===== src/rtl/stream_arb_mux_if.sv =====
// Stream bundle for the arbitrating mux: N input streams in, one output stream out.
// The mux owns the slave view; the upstream/downstream environment owns the master view.
interface stream_arb_mux_if #(
   parameter int INPUTS = 4,
   parameter int DWIDTH = 8
);
   logic [INPUTS*DWIDTH-1:0]   i_dat;
   logic [INPUTS-1:0]          i_val;
   logic [INPUTS-1:0]          i_eop;
   logic [INPUTS-1:0]          i_rdy;
   logic [DWIDTH-1:0]          o_dat;
   logic                       o_val;
   logic                       o_eop;
   logic                       o_rdy;
   logic [$clog2(INPUTS)-1:0]  o_num;

   modport slave (
      input  i_dat, i_val, i_eop, o_rdy,
      output i_rdy, o_dat, o_val, o_eop, o_num
   );

   modport master (
      output i_dat, i_val, i_eop, o_rdy,
      input  i_rdy, o_dat, o_val, o_eop, o_num
   );
endinterface


===== src/rtl/stream_arb_mux.sv =====
// Packet-locked N:1 stream mux with round-robin or fixed-priority arbitration
// and a single registered output stage.
module stream_arb_mux #(
   parameter int    INPUTS = 4,
   parameter int    DWIDTH = 8,
   parameter string SCHEME = "RR"
) (
   input logic              clk,
   input logic              reset_n,
   stream_arb_mux_if.slave  bus
);
   localparam int NW = $clog2(INPUTS);
   localparam bit IsFp = (SCHEME == "FP");
   localparam logic [NW-1:0] LastIdx = NW'(INPUTS - 1);

   typedef enum logic {StIdle, StLock} state_e;

   state_e              r_state;
   logic [NW-1:0]       r_sel;
   logic [NW-1:0]       r_ptr;
   logic [DWIDTH-1:0]   r_dat;
   logic                r_val;
   logic                r_eop;
   logic [NW-1:0]       r_num;

   logic [NW-1:0]       w_win;
   logic [NW-1:0]       w_idx;
   logic                w_any;
   logic                w_open;
   logic                w_xfer;
   logic                w_eop;
   logic [DWIDTH-1:0]   w_dat;

   // Scan from the pointer (RR) or from 0 (FP); first requester wins.
   always_comb begin
      w_win = '0;
      w_any = 1'b0;
      w_idx = '0;
      for (int i = 0; i < INPUTS; i++) begin
         if (IsFp) begin
            w_idx = NW'(i);
         end else begin
            w_idx = NW'((int'(r_ptr) + i) % INPUTS);
         end
         if (!w_any && bus.i_val[w_idx]) begin
            w_win = w_idx;
            w_any = 1'b1;
         end
      end
   end

   // Output register can take a word when empty or draining this cycle.
   assign w_open = (r_state == StLock) && (!r_val || bus.o_rdy);
   assign w_dat  = bus.i_dat[int'(r_sel)*DWIDTH +: DWIDTH];
   assign w_eop  = bus.i_eop[r_sel];
   assign w_xfer = w_open && bus.i_val[r_sel];

   always_comb begin
      bus.i_rdy = '0;
      if (w_open) begin
         bus.i_rdy[r_sel] = 1'b1;
      end
   end

   assign bus.o_dat = r_dat;
   assign bus.o_val = r_val;
   assign bus.o_eop = r_eop;
   assign bus.o_num = r_num;

   always_ff @(posedge clk or negedge reset_n) begin
      if (!reset_n) begin
         r_state <= StIdle;
         r_sel   <= '0;
         r_ptr   <= '0;
         r_dat   <= '0;
         r_val   <= 1'b0;
         r_eop   <= 1'b0;
         r_num   <= '0;
      end else begin
         if (w_xfer) begin
            r_dat <= w_dat;
            r_eop <= w_eop;
            r_num <= r_sel;
            r_val <= 1'b1;
         end else if (bus.o_rdy) begin
            r_val <= 1'b0;
         end

         unique case (r_state)
            StIdle: begin
               if (w_any) begin
                  r_sel   <= w_win;
                  r_state <= StLock;
               end
            end
            StLock: begin
               if (w_xfer && w_eop) begin
                  r_state <= StIdle;
                  if (!IsFp) begin
                     r_ptr <= (r_sel == LastIdx) ? '0 : r_sel + NW'(1);
                  end
               end
            end
         endcase
      end
   end
endmodule

===== src/flat_wrapper.sv =====
// flat-port wrapper written by rule: the top's interface ports become plain ports
module stream_arb_mux_flat 
#(
   parameter int    INPUTS = 4,
   parameter int    DWIDTH = 8,
   parameter string SCHEME = "  "
)
  (clk, reset_n, bus_i_dat, bus_i_val, bus_i_eop, bus_o_rdy, bus_i_rdy, bus_o_dat, bus_o_val, bus_o_eop, bus_o_num);
  stream_arb_mux_if #(.INPUTS(INPUTS), .DWIDTH(DWIDTH)) bus_i ();
  input logic clk;
  input logic reset_n;
  input wire logic [$bits(bus_i.i_dat)-1:0] bus_i_dat;
  input wire logic [$bits(bus_i.i_val)-1:0] bus_i_val;
  input wire logic [$bits(bus_i.i_eop)-1:0] bus_i_eop;
  input wire logic [$bits(bus_i.o_rdy)-1:0] bus_o_rdy;
  output wire logic [$bits(bus_i.i_rdy)-1:0] bus_i_rdy;
  output wire logic [$bits(bus_i.o_dat)-1:0] bus_o_dat;
  output wire logic [$bits(bus_i.o_val)-1:0] bus_o_val;
  output wire logic [$bits(bus_i.o_eop)-1:0] bus_o_eop;
  output wire logic [$bits(bus_i.o_num)-1:0] bus_o_num;
  assign bus_i.i_dat = bus_i_dat;
  assign bus_i.i_val = bus_i_val;
  assign bus_i.i_eop = bus_i_eop;
  assign bus_i.o_rdy = bus_o_rdy;
  assign bus_i_rdy = bus_i.i_rdy;
  assign bus_o_dat = bus_i.o_dat;
  assign bus_o_val = bus_i.o_val;
  assign bus_o_eop = bus_i.o_eop;
  assign bus_o_num = bus_i.o_num;
  stream_arb_mux #(.INPUTS(INPUTS), .DWIDTH(DWIDTH), .SCHEME(SCHEME)) u_core (.clk(clk), .reset_n(reset_n), .bus(bus_i));
endmodule

===== config.mk =====
export PLATFORM = sky130hd
export DESIGN_NAME = stream_arb_mux_flat
export DESIGN_NICKNAME = d
export VERILOG_FILES = /design/src/rtl/stream_arb_mux_if.sv /design/src/rtl/stream_arb_mux.sv /design/src/flat_wrapper.sv
export SDC_FILE = /design/constraint.sdc
export NUM_CORES = 1
export LEC_CHECK = 0
export CAP_MARGIN = 0
export CORE_AREA = 2 2 57 59
export DETAILED_ROUTE_END_ITERATION = 10
export DIE_AREA = 0 0 59 61
export PLACE_DENSITY = 0.8
export SYNTH_ARGS = -nofsm -noshare
export SYNTH_HDL_FRONTEND = slang
export SYNTH_SLANG_ARGS = --single-unit

===== constraint.sdc =====
create_clock -name clk -period 2.3 [get_ports clk]
set_input_delay 0.69 -clock clk [delete_from_list [all_inputs] [get_ports clk]]
set_output_delay 0.69 -clock clk [all_outputs]
set_load 0.02 [all_outputs]

==> reports/results.tsv, run 1 <==
metric	value	unit
status	finished, final reports clean	
top area cells in the synthesized netlist	dfrtp_1 38%, mux4_1 19%, mux2_4 8.1%	
total routed wirelength	3020	µm
Area growth syn-to-layout	65.8	%
starting density of the core	37.9	%
Max-slew headroom	78.4	%
setup slack, reg-to-reg	460	ps
Die H	61	µm
Synth top area share	38.0	%
total global routing overflow	0	
maximum clock frequency	0.436	GHz
Yosys top cell by area	dfrtp_1	
drt drc	0	
total track usage	18.1	%
max layer used	met4	
MaxCap Viol Count	0	
hold depth	2	
Seq/Total Area, Yosys	38.0	%
WP data required	1610	ps
part of the cycle the worst path needs	99.7	%
Critical Path AT	1600	ps
initial antenna violation count	0	
largest net degree at the start of global routing	18	
layout cell share with drive strength beyond 1	23.1	%
tightest hold margin	493	ps
vias in the first global route	1033	
post-route ant nets	0	
internal power	1.32	mW
Post-DP HPWL	2470	µm
Synth Register Bits	17	
crit start category	input port	
synthesized area	1120	µm²
die width	59	µm
Final Skew	11.2	ps
Hold Crit Endpoint	u_core.bus.o_eop	
Final Hold Fails	0	
Final Core Density	62.8	%
nets	204	
syn nets	130	
P_sw	816	µW
M1 wire length	1180	µm
die area	3600	µm²
Final GP Congestion	0.845	
clock network power share	7.6	%
Synth cell types	27	
Root Driver	clkbuf_4	
Ys Warns	0	
Via density	5.34	
combinational power share	65.1	%
Routed met3 length	140	µm
leak pwr	0.831	nW
worst skew pair latency	300	ps
Cell Count Post-Placement	185	
synthesized instance count	83	
hold crit path type	reg -> reg	
CTS Buf Count	3	
row count	20	
Layout Cells excl Fill	189	
Flop pwr share	27.2	%
Slew @ Worst Pin	323	ps
n_diodes	0	
wire length on met2	1640	µm
commonest cells after routing, fill and taps aside	54 x clkdlybuf4s50_1, 17 x dfrtp_1, 15 x buf_4	
Worst Reg-to-Reg Cells	4	
final setup vio count	0	
wire per inst	16.0	µm
RSZ-0062 raised after global routing	yes	
CTS Sinks	17	
worst vdd ir	388	µV
syn_area_per_cell	13.5	µm²
hold path start	u_core.bus.o_eop	
Sw Ratio	38.1	%
Core ar.	2950	µm²
top-level I/O count	59	
clock transition at the registers of the reported paths	110	ps
I/O Buffers	58	
crit end category	output port	
r2r startpoint	u_core.r_sel[0]	
r2r endpoint	u_core.bus.o_dat[2]	
H-Tree Depth	1	
CTS max path bufs	2	
post-CTS setup buffer count	0	
commonest non-fill, non-tap cell in the layout	clkdlybuf4s50_1	
critical path class	in -> out	
hold_buf cts	0	
DRT iter0 DRCs	13	
PD cells	1150	nW/µm²
CTS tree	built	
Final min period	2290	ps
crit-path max FO	5	
DR vias	1009	
First-pass DRT Iterations	4	
Slew Limit Fails	0	
first-pass GRT wire length	4760	µm
-- worst max-delay path: stages --
cell,delay [ps]
clkdlybuf4s50_1,460
nand2b_4,140
and3_1,160
buf_2,160
-- cell type report --
| class | instances | area, µm² |
|---|---|---|
| Sequential cell | 17 | 425 |
| Fill cell | 245 | 1100 |
| Clock buffer | 4 | 26.3 |
| Tap cell | 33 | 41.3 |
| Timing Repair Buffer | 72 | 681 |
| Inverter | 4 | 15.0 |
| Multi-Input combinational cell | 59 | 666 |
-- power by group through the flow --
stage                     combinational (mW)  clock, mW  sequential [mW]
after floorplan                        0.725          0            0.696
after global placement                  1.37          0            0.575
after detailed placement                1.41          0            0.582
after CTS                               1.39      0.170            0.582
after global routing                    1.50      0.175            0.604
final                                   1.39      0.163            0.582
-- what timing repair did --
action                                  in CTS  in global routing
hold endpoints to repair                     0                  0
endpoints found under the setup margin       4                  2
cloned                                       0                  0
gates resized for setup                     20                  3
-- layer usage --
layer / global-route usage [%] / vias to the layer above
li1: - / 471
met1: 21.0 / 499
met2: 33.5 / 35
met3: 1.71 / 4
met4: 8.77 / 0
met5: 0 / -
-- per-stage QoR --
| step | TNS (ps) | power, mW | setup slack [ps] | instance area (µm²) |
|---|---|---|---|---|
| floorplan | 0 | 1.42 | 350 | 1120 |
| global placement | -2200 | 1.94 | -474 | 1830 |
| detailed placement | -2480 | 1.99 | -518 | 1830 |
| CTS | 0 | 2.15 | 4.14 | 1840 |
| global route | -1.68 | 2.27 | -1.68 | 1850 |
| finish | 0 | 2.14 | 6.78 | 1850 |
-- cells by family (layout without fill, tap and decap cells) --
kind of cell / after synthesis / in the layout / share of synthesized area (%)
simple gates: 20 / 20 / 9.96
buf+inv: 7 / 80 / 3.13
flops: 17 / 17 / 38.0
fa+ha+maj: 4 / 4 / 4.47
mux: 23 / 23 / 37.7
compound gates: 12 / 12 / 6.71
-- cells in the mapped netlist --
library cell and count:
mux2_4 6, ha_1 4, a221o_1 1, buf_2 1, mux4_2 2, nand2_1 5
and3_1 4, mux2i_1 2, nor2b_1 2, or4_1 1, o21a_1 1, o21ai_0 4
buf_6 1, dfrtp_1 17, o22ai_1 1, a21o_1 1, and2_1 1, buf_1 1
nand2b_1 3, nand3_2 1, mux2_2 5, a21oi_1 3, o221ai_1 1, mux4_1 8
nand3_1 1, nor2_1 2, inv_1 4
-- worst max-delay path by stage --
| stage | to | slack (ps) | depth (start not counted) | startpoint |
|---|---|---|---|---|
| 6_report | bus_i_rdy[3] | 7 | 4 | bus_o_rdy |
| 5_1_grt | bus_i_rdy[0] | -2 | 4 | bus_o_rdy |
| 4_1_cts | bus_i_rdy[3] | 4 | 4 | bus_o_rdy |
| 3_5_place_dp | bus_i_rdy[1] | -520 | 4 | bus_o_rdy |
| 3_3_place_gp | bus_i_rdy[0] | -470 | 4 | bus_o_rdy |
| 2_1_floorplan | bus_i_rdy[1] | 350 | 4 | u_core.r_sel[1] |
-- sequential cells by signal, summed over array words and instances (netlist names) --
signal,cells
u_core.bus.o_dat,8
u_core.r_ptr,2
u_core.r_state,1
u_core.r_sel,2
u_core.bus.o_eop,1
u_core.bus.o_val,1
u_core.bus.o_num,2
No activity file was read; power rests on OpenSTA's default activity.
==> run 2, diff against run 1 <==
--- a/config.mk
+++ b/config.mk
@@ -5,7 +5,7 @@
 export SDC_FILE = /design/constraint.sdc
 export NUM_CORES = 1
 export LEC_CHECK = 0
-export CAP_MARGIN = 0
+export ABC_CLOCK_PERIOD_IN_PS = 2300
 export CORE_AREA = 2 2 57 59
 export DETAILED_ROUTE_END_ITERATION = 10
 export DIE_AREA = 0 0 59 61
==> constraint.sdc (replaced) <==
create_clock -name clk -period 2.3 [get_ports clk]
set_input_delay 0.69 -clock clk [delete_from_list [all_inputs] [get_ports clk]]
set_output_delay 0.69 -clock clk [all_outputs]
set_load 0.05 [all_outputs]
==> reports/results.tsv, run 2 (synthesized netlist as in run 1, its figures left out) <==
metric	value	unit	change
status	finished, final reports clean		
initial antenna violation count	0		unchanged
top-level I/O count	59		unchanged
post-CTS setup buffer count	0		unchanged
combinational power share	69.8	%	+4.7 points
P_sw	1.15	mW	+41%
setup slack, reg-to-reg	550	ps	+90 ps
internal power	1.41	mW	+6.3%
Final Skew	2.35	ps	-8.89 ps
total global routing overflow	0		unchanged
Cell Count Post-Placement	181		-2.2%
I/O Buffers	58		unchanged
RSZ-0062 raised after global routing	no		
Core ar.	2950	µm²	unchanged
crit-path max FO	2		-3
worst skew pair latency	280	ps	-20 ps
die width	59	µm	unchanged
Critical Path AT	1510	ps	-90 ps
design area	1890	µm²	+1.9%
H-Tree Depth	1		unchanged
vias in the first global route	998		-3.4%
Layout Cells excl Fill	185		-2.1%
PD cells	1350	nW/µm²	+17%
die area	3600	µm²	unchanged
critical path, cell by cell	clkdlybuf4s50_1		
GR peak layer	met2		
hold path start	u_core.bus.o_eop		
part of the cycle the worst path needs	95.8	%	-3.9 points
Slowest cell on crit path	clkdlybuf4s50_1		
MaxCap Viol Count	0		unchanged
r2r endpoint	u_core.bus.o_dat[3]		
Flop pwr share	23.9	%	-3.3 points
CTS max path bufs	2		unchanged
worst vdd ir	457	µV	+18%
leak pwr	0.818	nW	-1.5%
GR Util met1	22.0	%	+0.93 points
Area growth syn-to-layout	68.9	%	
final setup vio count	0		unchanged
post-route ant nets	0		unchanged
worst setup margin	97.0	ps	+90.2 ps
CTS tree	built		
critical path class	reg -> out		
layout cell share with drive strength beyond 1	24.3	%	+1.3 points
n_diodes	0		unchanged
sequential cell area	427	µm²	+0.29%
CTS Buf Count	3		unchanged
Sw Ratio	44.9	%	+6.8 points
clock transition at the registers of the reported paths	100	ps	about the same
total track usage	17.6	%	-0.54 points
DRT iter0 DRCs	20		+7
Hold Crit Endpoint	u_core.bus.o_eop		
Worst Path Buf+Inv	1		-1
grt met3 use	2.13	%	+0.43 points
Final GP Congestion	0.848		+0.31%
crit start category	flip-flop		
Via density	5.10		-4.4%
crit end category	output port		
Placed Area	1840	µm²	+0.55%
CTS Sinks	17		unchanged
Worst path top cell family by delay	buffers and inverters		
nets	200		-2.0%
Final min period	2200	ps	-90.2 ps
commonest cells after routing, fill and taps aside	53 x clkdlybuf4s50_1, 16 x dfrtp_1, 10 x buf_4		
DR vias	944		-6.4%
Post-DP HPWL	2330	µm	-5.7%
FILL cells	236		-3.7%
maximum clock frequency	0.454	GHz	+4.1%
max FFs per register	8		unchanged
row count	20		unchanged
Stages on worst setup path	1		-3
first-pass GRT wire length	4710	µm	-1.0%
Slew @ Worst Pin	504	ps	+181 ps
tightest hold margin	493	ps	-0.261 ps
r2r startpoint	u_core.r_sel[0]		
First-pass DRT Iterations	4		unchanged
Worst Reg-to-Reg Cells	3		-1
drt drc	0		unchanged
starting density of the core	37.9	%	unchanged
Root Driver	clkbuf_4		
Max-slew headroom	66.3	%	-12 points
met2 global-route usage	31.6	%	-1.9 points
CP max stage delay	820	ps	+360 ps
Slew Limit Fails	0		unchanged
commonest non-fill, non-tap cell in the layout	clkdlybuf4s50_1		
wire per inst	15.7	µm	-1.7%
hold depth	2		unchanged
area of the multi-input gates	686	µm²	+3.0%
WP data required	1610	ps	about the same
Die H	61	µm	unchanged
clock network power share	6.3	%	-1.3 points
total routed wirelength	2910	µm	-3.8%
hold crit path type	reg -> reg		
worst slack, placed	-107	ps	+412 ps
Final Hold Fails	0		unchanged
largest net degree at the start of global routing	18		unchanged
run 2: cell count changes in the layout (fill, tap and decap cells not counted), sizes merged:
| cell | previous run | this run |
|---|---|---|
| buf | 18 | 14 |
| clkdlybuf4s50 | 54 | 53 |
| dlygate4sd2 | 0 | 1 |
run 2: through the flow:
stage / total power [mW] / setup TNS (ps) / util (%)
2_1_floorplan: 1.74 / 0 / -
3_3_place_gp: 2.34 / -677 / 62.2
3_5_place_dp: 2.35 / -914 / 62.2
4_1_cts: 2.56 / 0 / 63.9
5_1_grt: 2.69 / 0 / 64.0
6_report: 2.55 / 0 / 64.0
run 2: final cells by class:
cell class	instances	area share, %
clock buffer	4	1.39
inverter	4	0.795
multi-input combinational	59	36.3
sequential	17	22.6
tap	33	2.19
timing repair buffer	68	36.8
run 2: worst reg2reg max path, delay by kind of cell (launching register included):
family | cells | cell delay [ps]
DFF | 1 | 460
muxes | 2 | 930
and+or+nand+nor | 1 | 250
run 2: how the worst max path moves through the flow:
stage / startpoint / endpoint / slack (ps)
global route: u_core.r_sel[1] / bus_i_rdy[1] / 8
floorplan: bus_o_rdy / bus_i_rdy[0] / 240
finish: u_core.bus.o_val / bus_o_val / 100
CTS: u_core.bus.o_val / bus_o_val / 80
detailed placement: bus_i_val[0] / u_core.bus.o_dat[3] / -110
global placement: bus_i_val[0] / u_core.bus.o_dat[2] / -80
run 2: timing repair:
item,in CTS,in global routing
gates resized for setup,6,1
hold buffers,0,0
endpoints found under the setup margin,4,1
run 2: per-layer routing:
layer  part of all wire (%)  wire, µm
met1                     43      1260
met2                     52      1510
met3                    3.6       104
met4                    1.0        29
met5                      0         0
run 2: power groups by stage:
stage | logic, mW | registers (mW) | clock network, mW
2_1_floorplan | 0.799 | 0.936 | 0
3_3_place_gp | 1.74 | 0.598 | 0
3_5_place_dp | 1.75 | 0.606 | 0
4_1_cts | 1.79 | 0.605 | 0.165
5_1_grt | 1.88 | 0.630 | 0.181
6_report | 1.78 | 0.609 | 0.161
==> run 3, diff against run 2 <==
--- a/config.mk
+++ b/config.mk
@@ -10,6 +10,7 @@
 export DETAILED_ROUTE_END_ITERATION = 10
 export DIE_AREA = 0 0 59 61
 export PLACE_DENSITY = 0.8
+export SKIP_CTS_REPAIR_TIMING = 1
 export SYNTH_ARGS = -nofsm -noshare
 export SYNTH_HDL_FRONTEND = slang
 export SYNTH_SLANG_ARGS = --single-unit
==> reports/results.tsv, run 3 (synthesized netlist as in run 1, its figures left out) <==
metric	value	unit	change
total global routing overflow	0		unchanged
RSZ-0062 raised after global routing	no		
Critical Path AT	1530	ps	+20 ps
CTS Buf Count	3		unchanged
H-Tree Depth	1		unchanged
leak pwr	0.826	nW	+0.95%
post-route ant nets	0		unchanged
crit end category	output port		
Area growth syn-to-layout	69.2	%	
Final GP Congestion	0.848		unchanged
total routed wirelength	2910	µm	unchanged
worst vdd ir	457	µV	about the same
Final min period	2220	ps	+12.4 ps
top-level I/O count	59		unchanged
Via density	5.09		-0.21%
First-pass DRT Iterations	4		unchanged
total track usage	17.4	%	-0.22 points
n_diodes	0		unchanged
Core ar.	2950	µm²	unchanged
design area	1890	µm²	+0.20%
Final Hold Fails	0		unchanged
Sw Ratio	44.9	%	about the same
initial antenna violation count	0		unchanged
crit start category	flip-flop		
nets	200		unchanged
die area	3600	µm²	unchanged
Layout Cells excl Fill	185		unchanged
clock network power share	6.3	%	about the same
grt met3 use	2.13	%	unchanged
FILL cells	235		-0.42%
status	finished, final reports clean		
crit-path max FO	8		+6
Post-DP HPWL	2330	µm	unchanged
combinational power share	69.8	%	about the same
Root Driver	clkbuf_4		
wire per inst	15.7	µm	unchanged
I/O Buffers	58		unchanged
largest net degree at the start of global routing	18		unchanged
CTS tree	built		
maximum clock frequency	0.451	GHz	-0.56%
final setup vio count	0		unchanged
worst setup margin	84.5	ps	-12.4 ps
GR peak layer	met2		
Slew Limit Fails	0		unchanged
CTS Sinks	17		unchanged
Max-slew headroom	66.3	%	unchanged
PD cells	1350	nW/µm²	-0.15%
GR Util met1	22.0	%	unchanged
layout cell share with drive strength beyond 1	24.3	%	unchanged
DR vias	942		-0.21%
Placed Area	1840	µm²	unchanged
Die H	61	µm	unchanged
first-pass GRT wire length	4660	µm	-1.0%
commonest cells after routing, fill and taps aside	53 x clkdlybuf4s50_1, 16 x dfrtp_1, 10 x buf_4		
Slew @ Worst Pin	504	ps	unchanged
MaxCap Viol Count	0		unchanged
critical path class	reg -> out		
max FFs per register	8		unchanged
commonest non-fill, non-tap cell in the layout	clkdlybuf4s50_1		
Final Skew	2.56	ps	+0.216 ps
worst slack, placed	-107	ps	unchanged
drt drc	0		unchanged
DRT iter0 DRCs	22		+10%
WP data required	1610	ps	about the same
Cell Count Post-Placement	181		unchanged
CTS max path bufs	2		unchanged
worst skew pair latency	280	ps	about the same
clock transition at the registers of the reported paths	100	ps	about the same
die width	59	µm	unchanged
setup slack, reg-to-reg	550	ps	about the same
row count	20		unchanged
starting density of the core	37.9	%	unchanged
P_sw	1.15	mW	about the same
met2 global-route usage	30.8	%	-0.79 points
part of the cycle the worst path needs	96.3	%	+0.54 points
hold crit path type	reg -> reg		
Flop pwr share	23.9	%	about the same
vias in the first global route	996		-0.20%
internal power	1.41	mW	about the same
[run 3: cell count changes in the layout (fill, tap and decap cells not counted), sizes merged]
cell,before,now
dlygate4sd2,1,0
dlymetal6s2s,0,1
[run 3: final timing paths]
path,from,end,cells after the start
setup / recovery,u_core.r_sel[1],bus_i_rdy[0],4
hold reg to reg,u_core.bus.o_eop,u_core.bus.o_eop,2
hold / removal,u_core.bus.o_eop,u_core.bus.o_eop,2
max in group asynchronous,reset_n,u_core.r_sel[0],2
setup reg to reg,u_core.r_sel[0],u_core.bus.o_dat[3],3
min in group asynchronous,reset_n,u_core.r_ptr[1],2
[run 3: layer usage]
layer  wire length (µm)  up-vias  share of wire (%)
met5                  0        -                  0
met3                104        2                3.6
li1                   -      462                  -
met1               1260      448                 43
met2               1510       30                 52
met4                 29        0                1.0
[run 3: cell type report]
type	instances	area (µm²)	share of cell area, %
clock buffer	4	26.3	1.39
inverter	4	15.0	0.793
multi-input combinational	59	686	36.2
sequential	17	427	22.5
tap	33	41.3	2.18
timing repair buffer	68	698	36.9
[run 3: critical path, stage by stage, from the launching register on]
cell and delay, ps:
dfrtp_1 560, inv_1 150, ha_1 210, and3_4 180, buf_12 140
[run 3: power groups by stage]
stage               registers (mW)  logic (mW)  clock network, mW
global placement             0.598        1.74                  0
CTS                          0.598        1.75              0.165
floorplan                    0.936       0.799                  0
global route                 0.630        1.88              0.181
detailed placement           0.606        1.75                  0
finish                       0.611        1.78              0.161
[run 3: metrics by stage]
step                power, mW  hold slack, ps  setup TNS (ps)  util (%)
finish                   2.55             493               0      64.1
global route             2.69             529               0      64.1
CTS                      2.52             502            -377      63.1
detailed placement       2.35             478            -914      62.2
global placement         2.34             458            -677      62.2
floorplan                1.74             394               0         -
